**config.mk**
```make
export PLATFORM = sky130hd
export DESIGN_NAME = dw_burst_loader
export DESIGN_NICKNAME = d
export VERILOG_FILES = /design/src/rtl/dw_pkg.sv /design/src/rtl/rr_arbiter.sv /design/src/rtl/dw_burst_loader.sv
export SDC_FILE = /design/constraint.sdc
export NUM_CORES = 1
export LEC_CHECK = 0
export BUFFER_PORTS_ARGS = -buffer_cell sky130_fd_sc_hd__buf_2
export CORE_ASPECT_RATIO = 0.8
export CORE_MARGIN = 8
export CORE_UTILIZATION = 35
export DETAILED_ROUTE_END_ITERATION = 8
export PLACE_DENSITY = 0.73
export RECOVER_POWER = 25
export SLEW_MARGIN = 20
export SYNTH_ARGS = -nofsm -noshare
export SYNTH_HDL_FRONTEND = slang
export SYNTH_SLANG_ARGS = --single-unit
```
**constraint.sdc**
```tcl
create_clock -name clk -period 2.61 [get_ports clk]
set_input_delay 0.522 -clock clk [delete_from_list [all_inputs] [get_ports clk]]
set_output_delay 0.522 -clock clk [all_outputs]
set_load 0.03 [all_outputs]
```
**src/rtl/dw_pkg.sv**
```systemverilog
// Shared constants for the depthwise datapath: word geometry, burst widths and loader FSM codes.
package dw_pkg;

    localparam int unsigned DW_DATA_W = 128;
    localparam int unsigned DW_ADDR_W = 19;
    localparam int unsigned DW_CNT_W  = 11;
    localparam int unsigned DW_LANES  = 16;
    localparam int unsigned DW_K      = 3;
    localparam int unsigned DW_TAPS   = DW_K * DW_K;

    // One buffer word viewed as 16 byte-wide lanes.
    typedef logic [DW_LANES-1:0][7:0] lane_word_t;

    localparam logic [1:0] ST_IDLE   = 2'd0;
    localparam logic [1:0] ST_ISSUE  = 2'd1;
    localparam logic [1:0] ST_DRAIN  = 2'd2;
    localparam logic [1:0] ST_FINISH = 2'd3;

endpackage

```
**src/rtl/rr_arbiter.sv**
```systemverilog
// Round-robin pick among NREQ request lines; search starts at the registered pointer and wraps.
module rr_arbiter #(
    parameter int unsigned NREQ  = 4,
    parameter int unsigned IDX_W = 2
) (
    input  logic             clk,
    input  logic             rst_n,
    input  logic [NREQ-1:0]  req,
    input  logic             advance,
    output logic [NREQ-1:0]  pick,
    output logic [IDX_W-1:0] pick_idx,
    output logic             any_req
);

    localparam logic [IDX_W-1:0] LAST = IDX_W'(NREQ - 1);

    logic [IDX_W-1:0] ptr_q;
    logic [IDX_W-1:0] cand;

    assign any_req = |req;

    // Walk offsets from farthest to nearest so the nearest asserted line wins.
    always_comb begin
        cand     = '0;
        pick_idx = '0;
        for (int k = NREQ - 1; k >= 0; k--) begin
            cand = IDX_W'((32'(ptr_q) + 32'(k)) % NREQ);
            if (req[cand]) begin
                pick_idx = cand;
            end
        end
        pick           = '0;
        pick[pick_idx] = any_req;
    end

    always_ff @(posedge clk or negedge rst_n) begin
        if (!rst_n) begin
            ptr_q <= '0;
        end else if (advance) begin
            ptr_q <= (pick_idx == LAST) ? '0 : pick_idx + 1'b1;
        end
    end

endmodule

```
**src/rtl/dw_burst_loader.sv**
```systemverilog
// Burst-read loader: arbitrates requesters, streams consecutive SRAM words back with
// per-requester grant/valid/done strobes. One burst outstanding at a time.
module dw_burst_loader
    import dw_pkg::*;
#(
    parameter int unsigned NREQ   = 4,
    parameter int unsigned ADDR_W = DW_ADDR_W,
    parameter int unsigned CNT_W  = DW_CNT_W,
    parameter int unsigned DATA_W = DW_DATA_W,
    parameter int unsigned RD_LAT = 1
) (
    input  logic                   clk,
    input  logic                   rst_n,
    input  logic [NREQ-1:0]        req,
    input  logic [NREQ*ADDR_W-1:0] base_addr,
    input  logic [NREQ*CNT_W-1:0]  count,
    output logic [NREQ-1:0]        grant,
    output logic [NREQ-1:0]        valid,
    output logic [DATA_W-1:0]      data,
    output logic [NREQ-1:0]        done,
    output logic                   mem_en,
    output logic [ADDR_W-1:0]      mem_addr,
    input  logic [DATA_W-1:0]      mem_rdata
);

    localparam int unsigned IDX_W = (NREQ > 1) ? $clog2(NREQ) : 1;

    logic [1:0]        state_q, state_d;
    logic [IDX_W-1:0]  owner_q, pick_idx;
    logic [NREQ-1:0]   pick, owner_oh, grant_q, valid_q;
    logic              any_req, accept, issue, zero_len;
    logic [ADDR_W-1:0] addr_q, base_sel;
    logic [CNT_W-1:0]  remaining_q, count_sel;
    logic [RD_LAT-1:0] busy_sr_q, busy_sr_d, beat_sr_q, beat_sr_d;
    logic [DATA_W-1:0] data_q;

    rr_arbiter #(
        .NREQ  (NREQ),
        .IDX_W (IDX_W)
    ) u_arb (
        .clk      (clk),
        .rst_n    (rst_n),
        .req      (req),
        .advance  (accept),
        .pick     (pick),
        .pick_idx (pick_idx),
        .any_req  (any_req)
    );

    assign accept = (state_q == ST_IDLE) && any_req;
    assign issue  = (state_q == ST_ISSUE);

    always_comb begin
        base_sel  = '0;
        count_sel = '0;
        for (int i = 0; i < NREQ; i++) begin
            if (pick[i]) begin
                base_sel  = base_addr[i*ADDR_W +: ADDR_W];
                count_sel = count[i*CNT_W +: CNT_W];
            end
        end
    end

    assign zero_len = (count_sel == '0);

    always_comb begin
        owner_oh          = '0;
        owner_oh[owner_q] = 1'b1;
    end

    // A zero-length burst pushes a dataless occupancy marker into the pipe so its done
    // lands on the same RD_LAT-relative slot as a real burst would.
    always_comb begin
        busy_sr_d    = busy_sr_q << 1;
        busy_sr_d[0] = issue | (accept & zero_len);
        beat_sr_d    = beat_sr_q << 1;
        beat_sr_d[0] = issue;
    end

    always_comb begin
        state_d = state_q;
        case (state_q)
            ST_IDLE: begin
                if (any_req) begin
                    state_d = zero_len ? ST_DRAIN : ST_ISSUE;
                end
            end
            ST_ISSUE: begin
                if (remaining_q == CNT_W'(1)) begin
                    state_d = ST_DRAIN;
                end
            end
            ST_DRAIN: begin
                if (busy_sr_q == '0) begin
                    state_d = ST_FINISH;
                end
            end
            ST_FINISH: state_d = ST_IDLE;
            default:   state_d = ST_IDLE;
        endcase
    end

    always_ff @(posedge clk or negedge rst_n) begin
        if (!rst_n) begin
            state_q     <= ST_IDLE;
            owner_q     <= '0;
            addr_q      <= '0;
            remaining_q <= '0;
            busy_sr_q   <= '0;
            beat_sr_q   <= '0;
            grant_q     <= '0;
            valid_q     <= '0;
            data_q      <= '0;
        end else begin
            state_q   <= state_d;
            busy_sr_q <= busy_sr_d;
            beat_sr_q <= beat_sr_d;
            grant_q   <= accept ? pick : '0;
            valid_q   <= beat_sr_q[RD_LAT-1] ? owner_oh : '0;
            if (beat_sr_q[RD_LAT-1]) begin
                data_q <= mem_rdata;
            end
            if (accept) begin
                owner_q     <= pick_idx;
                addr_q      <= base_sel;
                remaining_q <= count_sel;
            end else if (issue) begin
                addr_q      <= addr_q + 1'b1;
                remaining_q <= remaining_q - 1'b1;
            end
        end
    end

    assign grant    = grant_q;
    assign valid    = valid_q;
    assign data     = data_q;
    assign done     = (state_q == ST_FINISH) ? owner_oh : '0;
    assign mem_en   = issue;
    assign mem_addr = addr_q;

endmodule

```
## Word level (Yosys, flattened, before mapping)

Index checks and enable logic that the tools add are counted.

| storage, ports and cells | value |
|---|---|
| bits in registers | 174 |
| bits of input ports | 254 |
| output and inout bits | 160 |
| logic and storage cells | 80 |

| operators by class | value |
|---|---|
| add/subtract/negate cells | 6 |
| $lt $le $gt $ge | 8 |
| eq/ne operators | 8 |
| muxes and demuxes | 37 |
| bitwise gates (word level) | 3 |
| reduce and logical (&&, ||, !) cells | 8 |

Operators with widths:

| operator | count |
|---|---|
| 19-bit two-way mux | 6 |
| 11-bit two-way mux | 6 |
| 19-bit by 1-bit adder with 19-bit output (second input constant) | 1 |
| 2-bit by 3-bit less-than comparator with 1-bit output (second input constant) | 6 |
| 2-bit two-way mux | 9 |
| 4-bit two-way mux | 3 |
| 11-bit by 1-bit equality test with 1-bit output (second input constant) | 1 |
| 11-bit zero test | 1 |
| 11-bit by 1-bit subtractor with 11-bit output (second input constant) | 1 |
| 1-bit binary-select mux with 2-bit select | 4 |
| 2-bit case mux with 4 select lines | 1 |
| 2-bit equality test (second input constant) | 3 |
| 1-bit two-way mux | 6 |
| 2-bit by 1-bit adder with 2-bit output (second input constant) | 2 |
| 2-bit adder (second input constant) | 2 |
| 4-bit AND | 1 |
| 1-bit demux with 2-bit select | 2 |
| 2-bit by 1-bit greater-or-equal comparator with 1-bit output (second input constant) | 2 |
| 2-bit != test (second input constant) | 2 |
| 4-bit OR reduction | 1 |
| 1-bit logical AND | 3 |
| 3-bit AND reduction | 1 |
| 2-bit by 1-bit equality test with 1-bit output (second input constant) | 1 |
| 2-bit zero test | 1 |
| other kinds (4) | 4 |

## Logic depth before layout (Yosys ltp)

Gate-level depths: netlist of the first run.

| depth | value |
|---|---|
| depth in word-level cells | 20 |
| depth in mapped cells | 14 |
| depth with buffers taken out | 12 |

## By module

A second synthesis of the first run with hierarchy kept.

| unflattened totals | value |
|---|---|
| cell total of the unflattened synthesis | 645 |
| area, all modules | 8047.7 um^2 |

By module, submodules not included:

| module | times used | cells each | area an instance (um^2) |
|---|---|---|---|
| dw_burst_loader | 1 | 614 | 7772.5 |
| rr_arbiter | 1 | 31 | 275.3 |

## Worst setup path before layout of the first run

OpenSTA, ideal clock, no wires.

| timing | value |
|---|---|
| path kind | in2reg |
| start point | in req[0] |
| end point | reg addr_q[1], in the netlist mem_addr[1] |
| data arrival time | 2.784 ns |
| path slack | -0.257 ns |
| stages on the path | 13 |
| cell sequence | inv_1 -> nor2_1 -> a21oi_1 -> o221ai_1 -> inv_1 -> ha_1 -> clkbuf_1 -> nor3b_1 -> clkbuf_1 -> a222oi_1 -> o21ai_0 -> o211ai_1 -> o21ai_0 |

| on the way | value |
|---|---|
| cells in the longest elaborated chain, start to end | 16 |

Ends and longest elaborated chain:

| element | line | source |
|---|---|---|
| start, declared | dw_burst_loader.sv:14 | `input logic [NREQ-1:0] req,` |
| 1-bit binary-select mux with 2-bit select | rr_arbiter.sv:28 | `if (req[cand]) begin` |
| 1-bit two-way mux (not written as such) | rr_arbiter.sv:28 |  |
| 2-bit two-way mux (3 in series) | rr_arbiter.sv:28 |  |
| 2-bit two-way mux (*) | rr_arbiter.sv:28 |  |
| net pick_idx[0] | dw_burst_loader.sv:29 | `logic [IDX_W-1:0] owner_q, pick_idx;` |
| 2-bit by 3-bit less-than comparator with 1-bit output (not written as such) or 2-bit by 1-bit greater-or-equal comparator with 1-bit output (tied branches) | rr_arbiter.sv:33 | `pick[pick_idx] = any_req;` |
| 1-bit logical AND (not written as such) | rr_arbiter.sv:33 |  |
| 1-bit two-way mux (not written as such) | rr_arbiter.sv:33 |  |
| 1-bit demux with 2-bit select (*) | n/a |  |
| 4-bit AND (no line) (*) | n/a |  |
| 19-bit two-way mux (3 in series) | dw_burst_loader.sv:57 | `if (pick[i]) begin` |
| 19-bit two-way mux (*) | dw_burst_loader.sv:57 |  |
| 19-bit two-way mux (*) | dw_burst_loader.sv:123 | `if (accept) begin` |
| end signal, assigned | dw_burst_loader.sv:125 | `addr_q <= base_sel;` |
| end signal, assigned | dw_burst_loader.sv:128 | `addr_q <= addr_q + 1'b1;` |
| end, declared | dw_burst_loader.sv:32 | `logic [ADDR_W-1:0] addr_q, base_sel;` |

Mark *: on every way through the listed nets, which the timed path passes. The rest lies on a longest branch. The select of a mux whose other input is x is not followed.
A chain may end at the register's enable or synchronous reset.

## Final worst setup path of the first run

| timing | value |
|---|---|
| start point | reg u_arb.ptr_q[0] |
| end point | reg state_q[1] |

| on the way | value |
|---|---|
| cells in the longest elaborated chain, start to end | 20 |

Ends and longest elaborated chain:

| element | line | source |
|---|---|---|
| start, declared | rr_arbiter.sv:17 | `logic [IDX_W-1:0] ptr_q;` |
| start signal, assigned | rr_arbiter.sv:40 | `ptr_q <= (pick_idx == LAST) ? '0 : pick_idx + 1'b1;` |
| 2-bit adder | rr_arbiter.sv:27 | `cand = IDX_W'((32'(ptr_q) + 32'(k)) % NREQ);` |
| 1-bit binary-select mux with 2-bit select | rr_arbiter.sv:28 |  |
| 1-bit two-way mux (not written as such) | rr_arbiter.sv:28 |  |
| 2-bit two-way mux (3 in series) | rr_arbiter.sv:28 |  |
| 2-bit two-way mux (*) | rr_arbiter.sv:28 |  |
| 2-bit by 3-bit less-than comparator with 1-bit output (not written as such) or 2-bit by 1-bit greater-or-equal comparator with 1-bit output (tied branches) | rr_arbiter.sv:33 |  |
| 1-bit logical AND (not written as such) | rr_arbiter.sv:33 |  |
| 1-bit two-way mux (not written as such) | rr_arbiter.sv:33 |  |
| 1-bit demux with 2-bit select (*) | n/a |  |
| 4-bit AND (no line) (*) | n/a |  |
| 11-bit two-way mux (3 in series) | dw_burst_loader.sv:57 |  |
| 11-bit two-way mux (*) | dw_burst_loader.sv:57 |  |
| 11-bit zero test (*) | dw_burst_loader.sv:64 | `assign zero_len = (count_sel == '0);` |
| 2-bit two-way mux (*) | dw_burst_loader.sv:85 | `state_d = zero_len ? ST_DRAIN : ST_ISSUE;` |
| 2-bit two-way mux (*) | dw_burst_loader.sv:84 | `if (any_req) begin` |
| 2-bit case mux with 4 select lines (*) | dw_burst_loader.sv:82 | `case (state_q)` |
| end signal, assigned | dw_burst_loader.sv:115 | `state_q <= state_d;` |
| end, declared | dw_burst_loader.sv:28 | `logic [1:0] state_q, state_d;` |

Every way passes the cells marked *; elsewhere a longest branch is shown, timed or not. The select of a mux whose other input is x is not followed.

==> results of run 1 <==
cell type report:
type | instances | area (um2)
fillers | 2026 | 11000
clock buffers | 18 | 429
multi-input cells | 459 | 3610
inverters | 12 | 45.0
clock inverters | 14 | 146
repair buffers | 466 | 2570
diodes | 1 | 2.50
well taps | 306 | 383
flip-flops and latches | 174 | 4360
cell families (layout without fill, tap and decap cells):
family                     Yosys count  in the layout  share of synthesized area [%]
xor gates and xnor gates            22             22                           2.38
AOI/OAI and AO/OA                  135            135                           10.9
other                                0              1                              0
and+or+nand+nor                    158            158                           9.88
adders and majority gates           12             12                           1.86
muxes                              132            132                           18.3
DFF                                174            174                           53.9
buffers and inverters               59            510                           2.77
layout by cell type (no fill, tap or decap), types with 9 or more instances in the layout:
cell type	instances
buf_2	412
dfrtp_1	173
mux2_2	129
nand2_1	46
buf_4	41
a21oi_1	38
nor2_1	30
o21ai_0	29
nor3_1	23
clkbuf_16	17
xor2_1	15
and3_1	12
inv_1	11
a222oi_1	9
ha_1	9
metrics by stage:
stage	utilization, %	setup WS, ns	power (uW)	hold WS [ns]
5_1_grt	51.1	-0.0142	17300	0.288
3_3_place_gp	48.1	-0.395	13500	0.483
2_1_floorplan	-	0.00117	10600	0.226
6_report	51.1	0.110	16300	0.321
4_1_cts	50.8	0.00269	16300	0.0616
3_5_place_dp	48.1	-0.482	13700	0.490
how the worst max path moves through the flow:
| stage | start | end | slack [ns] |
|---|---|---|---|
| 3_3_place_gp | req[0] | mem_addr[4] | -0.39 |
| 2_1_floorplan | req[0] | state_q[0] | 0.001 |
| 6_report | u_arb.ptr_q[0] | state_q[1] | 0.11 |
| 3_5_place_dp | req[0] | mem_addr[4] | -0.48 |
| 5_1_grt | u_arb.ptr_q[0] | state_q[0] | -0.01 |
| 4_1_cts | u_arb.ptr_q[0] | state_q[0] | 0.003 |
state kept, by name (all words and copies together) (netlist names):
register / count
owner_q: 2
valid: 4
beat_sr_q: 1
remaining_q: 11
state_q: 2
busy_sr_q: 1
mem_addr: 19
u_arb.ptr_q: 2
data: 128
grant: 4
where the power goes:
part	internal, uW	leakage [uW]	switching [uW]
combinational	3430	0.00324	5370
sequential	4050	0.00206	969
clock	1280	0.000266	1220
total	8750	0.00557	7550
timing repair:
item,in CTS,in global routing
endpoints found under the setup margin,18,16
gates resized for setup,5,18
pin swaps,0,9
hold buffers,0,0
setup buffers,0,7
worst max-delay path: stages, from the launching register on:
cell	delay (ns)
dfrtp_1	0.42
nor2_2	0.14
a21oi_1	0.06
o221ai_2	0.17
buf_4	0.17
ha_2	0.20
buf_12	0.16
nor2b_2	0.17
nor3_2	0.06
a32oi_2	0.22
nand4_1	0.15
nor3_2	0.19
buf_4	0.15
a31o_1	0.15
per-layer routing:
layer	global-route usage [%]	vias to the layer above	routed length [um]
met3	5.48	35	2440
met1	21.3	3519	10700
li1	-	3399	-
met2	35.4	351	14500
met5	0	-	0
met4	5.40	0	618
==> results.py, run 1 <==
metrics = {
    "hold_path": {
        "min_path_type": "input pin to register",
        "min_to": "data[63]",
        "holdPathStages": 2,
        "holdCritStartpoint": "mem_rdata[63]",
    },
    "timing": {
        "final_hold_viol_count": 0,
        "fin_crit_sh_pct": 95.8,
        "slew_headroom_pct": -0.338,
        "finalSetupViolCount": 0,
        "timing.fmax_ghz": 0.400,
        "finClkSkew_ns": 0.0121,
        "worst_pin_slew_ns": 1.51,
        "finalCriticalPeriod_ns": 2.50,
        "slew_violations": 59,
        "tns_ns": 0,
    },
    "floorplan": {
        "core_um2": 22600,
        "ios": 414,
        "rows": 49,
        "initial_core_util_pct": 35.8,
        "die_y_um": 152,
        "die-area_um2": 28200,
        "die_x_um": 186,
    },
    "synthesis": {
        "synth_cells": 692,
        "avgSynthCellArea_um2": 11.7,
        "synthTopCellsByArea": "dfrtp_1 54%, mux2_2 18%, a21oi_1 2.5%",
        "synth_seq_area_share_pct": 53.9,
        "synth_cell_types": 46,
        "synthMostInstantiatedCell": "dfrtp_1",
        "synth_nets": 958,
        "synth_top_area_share_pct": 53.9,
        "ys.flop_type": "dfrtp_1",
        "synth_edf_count": 0,
        "synth_area_um2": 8080,
        "synth_seq_cells": 174,
        "yosysTopAreaCell": "dfrtp_1",
        "yosysWarningCount": 0,
        "ys_top_cells_by_count": "174 x dfrtp_1, 129 x mux2_2, 46 x nand2_1, 45 x clkbuf_1, 40 x a21oi_1",
        "async_reset_ff_share_pct": 100,
    },
    "clocking": {
        "clkTransAtPathRegs_ns": 0.08,
        "htreeDepth": 4,
        "worstSkewPairLatency_ns": 0.43,
        "cts.sinks": 174,
        "cts_tree": "done",
        "clk_root_buffer_cell": "clkbuf_16",
        "cts_made_buffers": 17,
        "cts_buffer_depth": 2,
    },
    "placement": {
        "dp_hpwl_um": 22900,
        "placedInstanceArea_um2": 10800,
        "port_buffers": 413,
        "placed_cells": 1410,
        "place.gp.congestion": 0.863,
    },
    "setup_path": {
        "regToRegEndpoint": "state_q[1]",
        "rr_startpoint": "u_arb.ptr_q[0]",
        "arrival_ns": 2.86,
        "end_kind": "register",
        "worstPathMaxFanout": 24,
        "required_ns": 2.97,
        "worst-setup-path-type": "register to register",
        "r2r_cells": 13,
        "ff2ff_setup_slack_ns": 0.11,
        "startpoint_type": "register",
    },
    "cells_and_area": {
        "stdcell_area_um2": 11500,
        "syn_to_final_growth_pct": 42.8,
        "instances_no_fill": 1450,
        "drive_above_1_share_pct": 56.7,
        "fin_nets": 1396,
    },
    "routing": {
        "wl_per_cell_um": 19.5,
        "viasPerCell": 5.04,
        "first_iter_violations": 537,
        "drc": 0,
        "dr_total_vias": 7304,
        "wirelength_um": 28300,
        "dr.pass1.iters": 5,
        "antenna_left": 0,
    },
    "power_and_ir_drop": {
        "p_leak_uw": 0.00557,
        "peakVddDrop_uv": 419,
        "power_density_nw_per_um2": 1410,
    },
    "status": {
        "failed_checks": "max-capacitance violations, max-slew violations",
        "outcome": "finished with violations",
    },
    "global_routing": {
        "grt_pass1_wl_um": 42900,
        "antenna_found_initial": 0,
        "grt_max_degree": 60,
        "track_usage_pct": 19.3,
        "overflow": 0,
        "grt_pass1_vias": 7724,
    },
    "flow_run": {
        "drv_cap": 1,
    },
}
(Power assumes the default switching activity.)
==> run 2: changes to the inputs <==
CORE_UTILIZATION = 41   (was 35)
PLACE_DENSITY = 0.82   (was 0.73)
clock period = 2.2 ns   (was 2.61 ns; I/O delays follow)
==> results.py, run 2 (synthesis gave the netlist of run 1 again) <==
metrics = {
    "global_routing": {
        "grt_max_degree": 56,
        "grt_pass1_wl_um": 43100,
        "top_usage_layer": "met2",
        "antenna_found_initial": 9,
        "met3_usage_pct": 6.91,
        "track_usage_pct": 22.3,
        "grt_use_met1_pct": 25.2,
        "grt_util_met2_pct": 39.6,
        "overflow": 0,
        "grt_pass1_vias": 7749,
    },
    "clocking": {
        "clk_root_buffer_cell": "clkbuf_16",
        "cts_buffer_depth": 2,
        "htreeDepth": 4,
        "clkTransAtPathRegs_ns": 0.07,
        "cts_made_buffers": 17,
        "cts.sinks": 174,
        "cts_tree": "done",
        "worstSkewPairLatency_ns": 0.42,
    },
    "timing": {
        "setup_slack_ns": -0.294,
        "slew_headroom_pct": 1.26,
        "finalSetupViolCount": 24,
        "slew_violations": 0,
        "rsz0062_at_grt": "true",
        "fin_crit_sh_pct": 113,
        "final_hold_viol_count": 0,
        "finalCriticalPeriod_ns": 2.49,
        "worst_pin_slew_ns": 1.48,
        "timing.fmax_ghz": 0.401,
        "finClkSkew_ns": 0.00675,
    },
    "cells_and_area": {
        "largest_register_ff_count": 128,
        "syn_to_final_growth_pct": 48.8,
        "fillers": 1558,
        "drive_above_1_share_pct": 60.4,
        "final_common_cell": "buf_2",
        "most-common-layout-cells": "412 x buf_2, 172 x dfrtp_1, 129 x mux2_2, 46 x nand2_1, 45 x buf_4",
        "fin_nets": 1419,
        "instances_no_fill": 1439,
    },
    "power_and_ir_drop": {
        "power_density_nw_per_um2": 1670,
        "p_leak_uw": 0.00579,
        "peakVddDrop_uv": 794,
    },
    "routing": {
        "antenna_left": 0,
        "viasPerCell": 5.31,
        "first_iter_violations": 589,
        "wirelength_um": 29300,
        "drc": 0,
        "wl_per_cell_um": 20.4,
        "dr.pass1.iters": 5,
        "dr_total_vias": 7639,
    },
    "setup_path": {
        "worstPathMaxFanout": 6,
        "startpoint_type": "register",
        "regToRegEndpoint": "state_q[1]",
        "r2r_cells": 13,
        "required_ns": 2.56,
        "end_kind": "register",
        "ff2ff_setup_slack_ns": -0.29,
        "rr_startpoint": "u_arb.ptr_q[1]",
        "worst-setup-path-type": "register to register",
        "arrival_ns": 2.85,
    },
    "status": {
        "outcome": "finished with violations",
        "failed_checks": "negative setup slack",
    },
    "flow_run": {
        "drv_cap": 0,
    },
    "placement": {
        "pre_cts_slack_ns": -0.596,
        "placed_cells": 1377,
        "place.gp.congestion": 0.902,
        "dp_hpwl_um": 22400,
        "port_buffers": 413,
    },
    "floorplan": {
        "rows": 46,
        "die_x_um": 173,
        "ios": 414,
        "die_y_um": 142,
        "core_um2": 19600,
        "initial_core_util_pct": 41.3,
        "die-area_um2": 24500,
    },
    "hold_path": {
        "min_to": "data[127]",
        "holdPathStages": 2,
        "holdCritStartpoint": "mem_rdata[127]",
        "min_path_type": "input pin to register",
    },
}
-- run 2: worst max-delay path by stage --
stage | start | endpoint | slack, ns
6_report | u_arb.ptr_q[1] | state_q[1] | -0.29
4_1_cts | u_arb.ptr_q[0] | state_q[1] | -0.15
5_1_grt | u_arb.ptr_q[1] | state_q[1] | -0.38
3_5_place_dp | req[0] | state_q[1] | -0.60
2_1_floorplan | req[0] | state_q[0] | -0.08
3_3_place_gp | req[0] | mem_addr[18] | -0.48
-- run 2: layer usage --
layer / share of wire, % / wire length, um
met4: 2.5 / 746
met3: 7.2 / 2120
met1: 37 / 10900
met2: 53 / 15500
met5: 0 / 0
-- run 2: repair_timing --
item | 4_1_cts | 5_1_grt
resized for setup | 44 | 32
buffers inserted | 11 | 7
pin swaps | 24 | 17
hold buffers | 1 | 0
gates cloned | 0 | 3
setup endpoints to repair | 22 | 29
hold endpoints to repair | 25 | 0
-- run 2: through the flow --
stage | instance area [um2] | hold slack (ns) | setup TNS, ns | power [uW] | utilization (%)
3_5_place_dp | 11000 | 0.357 | -10.74 | 16400 | 56.0
4_1_cts | 11800 | 0.223 | -1.13 | 19800 | 60.1
5_1_grt | 12000 | 0.218 | -15.94 | 21200 | 61.5
6_report | 12000 | 0.243 | -2.65 | 20100 | 61.5
2_1_floorplan | 8220 | 0.144 | -0.325 | 12800 | -
3_3_place_gp | 11000 | 0.358 | -9.00 | 16100 | 56.0
-- run 2: final cells by class --
class / instances / area (um2) / area share (%)
antenna: 9 / 22.5 / 0.187
clock buffer: 18 / 439 / 3.65
clock inverter: 14 / 144 / 1.20
inverter: 12 / 57.6 / 0.478
multi-input combinational: 459 / 3790 / 31.5
sequential: 174 / 4360 / 36.2
tap: 264 / 330 / 2.75
timing repair buffer: 489 / 2890 / 24.0
-- run 2: critical path, stage by stage, from the launching register on --
cell       delay, ns
dfrtp_1         0.39
nand2_1         0.06
nand2_1         0.07
a21oi_2         0.16
o22ai_2         0.14
buf_4           0.16
ha_4            0.19
clkbuf_16       0.16
a21oi_1         0.11
o21ai_1         0.08
a32oi_1         0.25
nand4_1         0.21
nor3_4          0.27
a31o_1          0.18
-- run 2: report_power, final --
group | internal, uW | switching, uW
combinational | 4510 | 6690
clock | 1540 | 1420
sequential | 4800 | 1160
total | 10900 | 9270
==> run 3: changes to the inputs <==
ABC_AREA = 1   (was default)
CORE_UTILIZATION = 42   (was 41)
PLACE_DENSITY = 0.83   (was 0.82)
==> results.py, run 3 <==
metrics = {
    "global_routing": {
        "antenna_found_initial": 7,
        "track_usage_pct": 23.7,
        "grt_pass1_vias": 9378,
        "overflow": 0,
        "grt_max_degree": 105,
        "grt_pass1_wl_um": 47900,
    },
    "setup_path": {
        "r2r_cells": 17,
        "rr_startpoint": "u_arb.ptr_q[0]",
        "ff2ff_setup_slack_ns": -0.63,
        "startpoint": "u_arb.ptr_q[0]",
        "worst-setup-path-type": "register to register",
        "end_kind": "register",
        "startpoint_type": "register",
        "worstPathMaxFanout": 12,
        "arrival_ns": 3.14,
        "required_ns": 2.51,
    },
    "power_and_ir_drop": {
        "p_leak_uw": 0.00687,
        "power_density_nw_per_um2": 1970,
        "switching_share_pct": 51.5,
        "power_frac_seq_pct": 24.1,
        "peakVddDrop_uv": 1770,
        "pwr-share-comb_pct": 64.1,
        "p_switching_uw": 12700,
        "p_total_uw": 24600,
        "power.clock.fraction_pct": 11.9,
        "p_int_uw": 11900,
    },
    "timing": {
        "finalSetupViolCount": 36,
        "finalCriticalPeriod_ns": 2.83,
        "slew_headroom_pct": 13.7,
        "final_hold_viol_count": 0,
        "finClkSkew_ns": 0.0185,
        "timing.hold.ws_ns": 0.211,
        "slew_violations": 0,
        "fin_crit_sh_pct": 129,
        "tns_ns": -16.86,
        "rsz0062_at_grt": "true",
        "worst_pin_slew_ns": 1.30,
        "setup_slack_ns": -0.628,
        "timing.fmax_ghz": 0.354,
    },
    "synthesis": {
        "ys_top_cells_by_count": "491 x nand2_1, 174 x dfrtp_1, 81 x nand3_1, 67 x inv_1, 44 x nor2_1",
        "synth_cell_types": 43,
        "synth_edf_count": 0,
        "synth_nets": 1381,
        "synth_cells": 1115,
        "avgSynthCellArea_um2": 7.73,
        "synth_top_area_share_pct": 50.5,
        "ys.flop_type": "dfrtp_1",
        "synthTopCellsByArea": "dfrtp_1 51%, nand2_1 21%, nand3_1 4.7%",
        "synth_seq_cells": 174,
        "yosysWarningCount": 0,
        "synth_area_um2": 8620,
        "synth_seq_area_share_pct": 50.5,
        "yosysTopAreaCell": "dfrtp_1",
        "synthMostInstantiatedCell": "nand2_1",
        "async_reset_ff_share_pct": 100,
    },
    "floorplan": {
        "rows": 47,
        "die_x_um": 176,
        "initial_core_util_pct": 42.3,
        "core_um2": 20400,
        "ios": 414,
        "die-area_um2": 25400,
        "die_y_um": 144,
    },
    "hold_path": {
        "min_path_type": "input pin to register",
        "holdPathStages": 3,
        "holdCritStartpoint": "mem_rdata[40]",
    },
    "cells_and_area": {
        "instances_no_fill": 1850,
        "fin_nets": 1826,
        "largest_register_ff_count": 128,
        "most-common-layout-cells": "483 x nand2_1, 412 x buf_2, 171 x dfrtp_1, 62 x inv_1, 56 x nand3_1",
        "syn_to_final_growth_pct": 44.8,
        "drive_above_1_share_pct": 38.9,
        "final_common_cell": "nand2_1",
        "fillers": 1747,
    },
    "placement": {
        "place.gp.congestion": 0.941,
        "port_buffers": 413,
        "dp_hpwl_um": 24700,
        "pre_cts_slack_ns": -0.714,
        "placed_cells": 1799,
    },
    "clocking": {
        "cts_tree": "done",
        "cts_buffer_depth": 2,
        "htreeDepth": 4,
        "clkTransAtPathRegs_ns": 0.08,
        "cts.sinks": 174,
        "clk_root_buffer_cell": "clkbuf_16",
        "worstSkewPairLatency_ns": 0.43,
        "cts_made_buffers": 17,
    },
    "routing": {
        "drc": 0,
        "antenna_left": 0,
        "wirelength_um": 32100,
        "viasPerCell": 5.05,
        "wl_per_cell_um": 17.3,
        "dr_total_vias": 9343,
        "dr.pass1.iters": 5,
        "first_iter_violations": 922,
    },
    "flow_run": {
        "drv_cap": 0,
    },
    "status": {
        "failed_checks": "negative setup slack",
        "outcome": "finished with violations",
    },
}
==> run 3: changes by cell type in the layout (fill, tap and decap cells not counted), sizes merged, moves of 7 or more <==
cell	previous run	this run
a31oi	3	10
nand3	3	81
and3	12	0
mux2	129	0
a32oi	10	0
inv	19	73
nor2b	10	0
nor2	31	51
xor2	15	7
a222oi	9	0
a22oi	8	1
o21ai	32	42
nand2	46	494
a21oi	40	31
==> run 3: power groups by stage <==
| stage | Sequential (uW) | Clock, uW | Combinational, uW |
|---|---|---|---|
| 2_1_floorplan | 8450 | 0 | 6760 |
| 3_5_place_dp | 5930 | 0 | 14000 |
| 5_1_grt | 6110 | 3100 | 17100 |
| 6_report | 5930 | 2920 | 15800 |
| 3_3_place_gp | 5830 | 0 | 13800 |
| 4_1_cts | 5890 | 2970 | 14900 |
==> run 3: logic make-up after synthesis <==
kind of cell	after synthesis	synth area share [%]
adder cells (fa/ha/maj)	12	1.74
flip-flops	174	50.5
buffers and inverters	130	6.25
XOR/XNOR	15	1.52
AND/OR/NAND/NOR	664	31.5
AO/OA/AOI/OAI	120	8.43
==> run 3: repair_timing <==
| action | in CTS | in global routing |
|---|---|---|
| hold endpoints to repair | 43 | 0 |
| setup endpoints to repair | 34 | 35 |
| gates cloned | 1 | 1 |
| pin swaps | 18 | 22 |
| resized for setup | 49 | 37 |
| buffers inserted | 5 | 4 |
| hold buffers | 1 | 0 |
==> run 3: worst paths after layout <==
| path | end |
|---|---|
| worst min register to register | data[59] |
| worst max-delay path | state_q[0] |
| min in group asynchronous | grant[2] |
| worst min-delay path | data[40] |
| worst max register to register | state_q[0] |
| max in group asynchronous | busy_sr_q |
==> run 3: area by class of cell <==
cell class,count,area [um2],share of cell area [%]
sequential,174,4360,34.9
multi-input combinational,812,4150,33.3
timing repair buffer,486,2770,22.2
clock buffer,17,425,3.41
tap,269,337,2.70
inverter,69,270,2.16
clock inverter,14,153,1.22
antenna,9,22.5,0.180
==> run 3: metrics by stage <==
stage	util [%]	instance area, um2
finish	61.2	12500
global placement	56.1	11500
global route	61.2	12500
detailed placement	56.1	11500
CTS	60.2	12300
floorplan	-	8770
==> run 3: worst max-delay path, cell delays in order (launching register included) <==
cell and delay [ns]:
dfrtp_2 0.49, buf_4 0.17, o21ai_2 0.14, inv_1 0.10
o21ai_4 0.22, o31ai_4 0.09, a21oi_4 0.23, inv_2 0.10
ha_4 0.20, buf_12 0.15, nand3_1 0.10, nand3_2 0.10
a21oi_2 0.19, nand3_2 0.12, nor2_4 0.12, nand3_2 0.09
nand2_1 0.06, nand2_1 0.05
==> run 3: per-layer routing <==
metal / up-vias / global-route usage, % / routed length, um
li1: 4472 / - / -
met1: 4297 / 25.9 / 11600
met2: 498 / 41.5 / 16300
met3: 76 / 7.20 / 3090
met4: 0 / 12.0 / 1110
met5: - / 0 / 0
